### src/rtl/dadda_pkg.sv
// Shared widths and types for the dadda_mult_arbiter slice.
package dadda_pkg;
    localparam int OP_W   = 4;
    localparam int PROD_W = 8;
    localparam int CNT_W  = 16;

    typedef logic [PROD_W-1:0] prod_t;
endpackage

### src/rtl/dadda_mult_arbiter_rr_arbiter.sv
// Round-robin arbiter: priority starts just after `last` and wraps; `last` is lowest priority.
module rr_arbiter
    import dadda_pkg::*;
#(
    parameter int NUM_REQ = 4,
    parameter int ID_W    = $clog2(NUM_REQ)
) (
    input  logic [NUM_REQ-1:0] req,
    input  logic [ID_W-1:0]    last,
    input  logic               enable,
    output logic [NUM_REQ-1:0] grant,
    output logic [ID_W-1:0]    grant_id
);
    logic        found;
    int unsigned idx;

    always_comb begin
        grant    = '0;
        grant_id = '0;
        found    = 1'b0;
        idx      = 0;
        for (int unsigned k = 1; k <= NUM_REQ; k++) begin
            idx = (32'(last) + k) % NUM_REQ;
            if (!found && req[idx]) begin
                found    = 1'b1;
                grant_id = ID_W'(idx);
            end
        end
        if (found && enable) grant[grant_id] = 1'b1;
    end
endmodule

### src/rtl/dadda_multiplier.sv
// Combinational 4x4 unsigned multiplier: partial-product array summed in one column tree.
module dadda_multiplier
    import dadda_pkg::*;
(
    input  logic [OP_W-1:0] A,
    input  logic [OP_W-1:0] B,
    output prod_t           product
);
    always_comb begin
        product = '0;
        for (int unsigned j = 0; j < OP_W; j++) begin
            if (B[j]) product = product + (prod_t'(A) << j);
        end
    end
endmodule

### src/rtl/dadda_mult_arbiter.sv
// Shares one dadda_multiplier among NUM_REQ valid/ready requesters with a registered response.
// Optional per-requester grant counters: define DADDA_ARB_STATS_EN.
module dadda_mult_arbiter
    import dadda_pkg::*;
#(
    parameter int NUM_REQ = 4,
    parameter int ID_W    = $clog2(NUM_REQ)
) (
    input  logic                      clock,
    input  logic                      reset,
    input  logic [NUM_REQ-1:0]        req_valid,
    output logic [NUM_REQ-1:0]        req_ready,
    input  logic [NUM_REQ*OP_W-1:0]   req_a,
    input  logic [NUM_REQ*OP_W-1:0]   req_b,
    output logic                      rsp_valid,
    input  logic                      rsp_ready,
    output logic [PROD_W-1:0]         rsp_product,
    output logic [ID_W-1:0]           rsp_id
`ifdef DADDA_ARB_STATS_EN
    ,
    input  logic                      stat_clear,
    output logic [NUM_REQ*CNT_W-1:0]  grant_count
`endif
);
    logic               rsp_valid_q;
    prod_t              rsp_product_q;
    logic [ID_W-1:0]    rsp_id_q;
    logic [ID_W-1:0]    last_q;

    logic               slot_free;
    logic               accept;
    logic [ID_W-1:0]    grant_id;
    logic [OP_W-1:0]    a_sel;
    logic [OP_W-1:0]    b_sel;
    prod_t              product;

    assign slot_free = !rsp_valid_q || rsp_ready;

    rr_arbiter #(.NUM_REQ(NUM_REQ), .ID_W(ID_W)) u_arb (
        .req      (req_valid),
        .last     (last_q),
        .enable   (slot_free),
        .grant    (req_ready),
        .grant_id (grant_id)
    );

    // Grant is a subset of req_valid, so any grant bit is an accept.
    assign accept = |req_ready;
    assign a_sel  = req_a[grant_id*OP_W +: OP_W];
    assign b_sel  = req_b[grant_id*OP_W +: OP_W];

    dadda_multiplier u_mul (
        .A       (a_sel),
        .B       (b_sel),
        .product (product)
    );

    always_ff @(posedge clock or posedge reset) begin
        if (reset) begin
            rsp_valid_q   <= 1'b0;
            rsp_product_q <= '0;
            rsp_id_q      <= '0;
            last_q        <= ID_W'(NUM_REQ - 1);
        end else if (accept) begin
            rsp_valid_q   <= 1'b1;
            rsp_product_q <= product;
            rsp_id_q      <= grant_id;
            last_q        <= grant_id;
        end else if (rsp_ready) begin
            rsp_valid_q   <= 1'b0;
        end
    end

    assign rsp_valid   = rsp_valid_q;
    assign rsp_product = rsp_product_q;
    assign rsp_id      = rsp_id_q;

`ifdef DADDA_ARB_STATS_EN
    logic [CNT_W-1:0] cnt_q [NUM_REQ];

    always_ff @(posedge clock or posedge reset) begin
        if (reset) begin
            for (int unsigned i = 0; i < NUM_REQ; i++) cnt_q[i] <= '0;
        end else if (stat_clear) begin
            for (int unsigned i = 0; i < NUM_REQ; i++) cnt_q[i] <= '0;
        end else begin
            for (int unsigned i = 0; i < NUM_REQ; i++) begin
                if (req_ready[i] && cnt_q[i] != '1) cnt_q[i] <= cnt_q[i] + 1'b1;
            end
        end
    end

    always_comb begin
        grant_count = '0;
        for (int unsigned i = 0; i < NUM_REQ; i++) grant_count[i*CNT_W +: CNT_W] = cnt_q[i];
    end
`endif
endmodule
### config.mk
export PLATFORM = sky130hd
export DESIGN_NAME = dadda_mult_arbiter
export DESIGN_NICKNAME = d
export VERILOG_FILES = /design/src/rtl/dadda_pkg.sv /design/src/rtl/dadda_mult_arbiter_rr_arbiter.sv /design/src/rtl/dadda_multiplier.sv /design/src/rtl/dadda_mult_arbiter.sv
export SDC_FILE = /design/constraint.sdc
export NUM_CORES = 1
export LEC_CHECK = 0
export CAP_MARGIN = 20
export CORE_MARGIN = 3
export CORE_UTILIZATION = 40
export CTS_BUF_LIST = sky130_fd_sc_hd__clkbuf_4 sky130_fd_sc_hd__clkbuf_8 sky130_fd_sc_hd__clkbuf_16
export DETAILED_ROUTE_END_ITERATION = 12
export MAX_ROUTING_LAYER = met4
export PLACE_DENSITY_LB_ADDON = 0.15
export SYNTH_ARGS = -nofsm -noshare
export SYNTH_HDL_FRONTEND = slang
export SYNTH_SLANG_ARGS = --single-unit
### constraint.sdc
create_clock -name clock -period 5.7 [get_ports clock]
set_clock_uncertainty 0.1 [all_clocks]
set_input_delay 1.14 -clock clock [delete_from_list [all_inputs] [get_ports clock]]
set_output_delay 1.14 -clock clock [all_outputs]
set_load 0.02 [all_outputs]
==> results.json <==
{
  "initial_utilization": 0.419,
  "wl_met1_microns": 2150,
  "finalSetupViolCount": 0,
  "path_cells": "buf_8 > nor2b_4 > o21ai_4 > and3_4 > nand2_2 > a32o_2 > inv_2 > nand2_4 > xnor2_4 > ha_4 > maj3_2 > and3_4 > ha_4 > mux2i_2 > o311ai_2 > and4bb_4 > o21a_1 > inv_2 > ha_4 > a21oi_2 > o311ai_2 > or3b_1 > mux2_4 > a221o_1",
  "syn_area_sq_um": 1560,
  "synth_edf_count": 0,
  "seq_area_frac_synth": 0.211,
  "cts-root-buf": "clkbuf_8",
  "maxCapViolations": 0,
  "max_stage_delay_ns": 0.37,
  "dr_wl_met2_microns": 2400,
  "synth_top_area_share": 0.177,
  "rsz0062_at_grt": "yes",
  "crit_slowest_cell": "or3b_1",
  "grt_antenna_before_repair": 0,
  "fin_cells": 346,
  "ys_async_sr_fraction": 1.00,
  "worst_pin_slew_ns": 0.672,
  "synth-warning-count": 0,
  "yosysTopAreaCell": "dfrtp_1",
  "crit_top_cell": "ha_4",
  "final_cell_area_sq_um": 2770,
  "power.total_mw": 1.35,
  "grt_pass1_wl_microns": 7180,
  "wl_per_cell_microns": 14.2,
  "ys_dominant_reg_cell": "dfrtp_1",
  "cts_max_path_buffers": 2,
  "fmax_ghz": 0.178,
  "min_period_over_period": 0.987,
  "critPathRequiredTime_ns": 5.73,
  "cts_tree": "built",
  "final.min_clock_period_ns": 5.62,
  "grt_max_degree": 15,
  "synth.area.top_cells": "dfrtp_1, nand2_1, ha_1",
  "viasPerCell": 5.16,
  "synthesis.instances": 202,
  "crit_path_start_kind": "input pin",
  "timing.slew.headroom": 0.548,
  "synth.avg_cell_area_sq_um": 7.70,
  "grt_pass1_vias": 1595,
  "yosys.cell_types.count": 54,
  "r2r_cells": 23,
  "whs_endpoint": "rsp_product[0]",
  "synth_seq_cells": 13,
  "drt_iter0_drc": 61,
  "clk_latency_ns": 0.24,
  "cts_hold_buffers": 0,
  "grt_use_total": 0.206,
  "die_area_sq_um": 4670,
  "hold_depth": 2,
  "end_kind": "flop",
  "drt_wl_total_microns": 4910,
  "io_pins": 54,
  "crit_arrival_ns": 5.65,
  "r2r_slack_ns": 0.53,
  "dp_hpwl_microns": 3660,
  "place_ws_ns": -0.520,
  "finalWorstSetupSlack_ns": 0.0762,
  "coreArea_sq_um": 3720,
  "dieWidth_microns": 68.4,
  "htreeDepth": 1,
  "power_density_nw_per_um2": 488,
  "worstSetupPathType": "in2reg",
  "min_from": "rsp_product[0]",
  "finalHoldViolCount": 0,
  "die-height_microns": 68.4,
  "final_max_slew_viol_count": 0,
  "numClockSinks": 13,
  "postPlaceCellArea_sq_um": 2500,
  "place_congestion": 0.809,
  "diodes": 0,
  "num_rows": 22,
  "synth.most_common_cell": "nand2_1",
  "final_nets": 349,
  "area_growth_pct": 78.1,
  "hold_path.class": "reg2reg",
  "fillers": 275,
  "whs_ns": 0.365,
  "status": "finished clean",
  "r2r-end": "rsp_product[6]",
  "cts_made_buffers": 3,
  "top_layer_used": "met4",
  "setup_tns_ns": 0,
  "place_inst": 333,
  "final_core_util": 0.745,
  "synthTopCellsByCount": "nand2_1, nor2_1, a21oi_1, dfrtp_1, ha_1",
  "via_count": 1785,
  "wl_met3_microns": 322,
  "p_leak_nw": 1.20,
  "cp_max_fo": 5,
  "peakVddDrop_uv": 373,
  "r2r-start": "last_q[0]",
  "ant_nets": 0,
  "grt_overflow_total": 0,
  "numPortBuffers": 53,
  "drive_gt1_frac": 0.383,
  "post-route-drc-count": 0,
  "drtPass1Iterations": 4,
  "syn_nets": 252,
  "path_clk_slew_ns": 0.06
}
-- repair_timing --
item,4_1_cts,5_1_grt
resized for setup,28,23
setup buffers,0,8
endpoints found under the setup margin,1,1
pin swaps,15,21
cloned,1,0
-- sequential cells by signal (all words and copies together), names as in the netlist --
register and flops:
rsp_valid 1, last_q 2, rsp_id 2, rsp_product 8
-- critical path: cells and delay by family --
kind            cells  cell delay (ns)
compound gates      7             1.22
xor+xnor            1             0.15
fa+ha+maj           4             0.98
buf+inv             3             0.23
mux                 2             0.52
simple gates        7             1.41
-- layout by cell type (no fill, tap or decap), drive strengths merged, types with 2 or more instances in the layout --
| cell | n |
|---|---|
| o21ai | 11 |
| nand3 | 8 |
| mux2i | 4 |
| dfstp | 2 |
| o211ai | 2 |
| a31oi | 5 |
| ha | 10 |
| clkdlybuf4s50 | 49 |
| xnor2 | 4 |
| inv | 10 |
| dfrtp | 11 |
| a32o | 2 |
| nor2 | 27 |
| and2 | 2 |
| a21o | 5 |
| mux2 | 3 |
| a221oi | 2 |
| nor4 | 2 |
| nor3 | 2 |
| a21oi | 14 |
| nand2b | 4 |
| a32oi | 3 |
| nor2b | 3 |
| o311ai | 2 |
| and3 | 5 |
| nand2 | 41 |
| clkbuf | 3 |
| buf | 50 |
-- worst max-delay path by stage --
stage / from / to / slack (ns) / cells after the start
finish: req_valid[1] / rsp_product[6] / 0.08 / 24
global route: req_valid[1] / rsp_product[6] / -0.08 / 24
CTS: req_valid[2] / rsp_product[6] / 0.001 / 25
detailed placement: req_valid[3] / rsp_product[6] / -0.52 / 24
global placement: req_valid[3] / rsp_product[6] / -0.45 / 24
floorplan: req_valid[3] / rsp_product[6] / 0.002 / 24
-- report_power, final --
part	switching, mW	internal, mW	total, mW
sequential	0.0199	0.127	0.147
clock	0.0334	0.0483	0.0817
combinational	0.517	0.606	1.12
-- cells by family after synthesis --
logic type	Yosys count	synth area share
xor gates and xnor gates	4	0.0225
AOI/OAI and AO/OA	50	0.254
DFF	13	0.211
muxes	7	0.0475
buffers and inverters	18	0.0627
adders and majority gates	12	0.101
and+or+nand+nor	98	0.302
-- per-layer routing --
layer | track usage | vias to the layer above
met5 | - | -
met4 | 0.0347 | 0
met3 | 0.0394 | 6
met2 | 0.347 | 60
met1 | 0.261 | 813
li1 | - | 906
-- cell type report --
cell class,instances,area (sq um),area share
multi-input combinational,172,1390,0.503
sequential,13,328,0.118
clock inverter,1,5.00,0.00181
timing repair buffer,99,902,0.326
inverter,10,40.0,0.0145
tap,48,60.1,0.0217
clock buffer,3,41.3,0.0149
(Power assumes the default switching activity.)
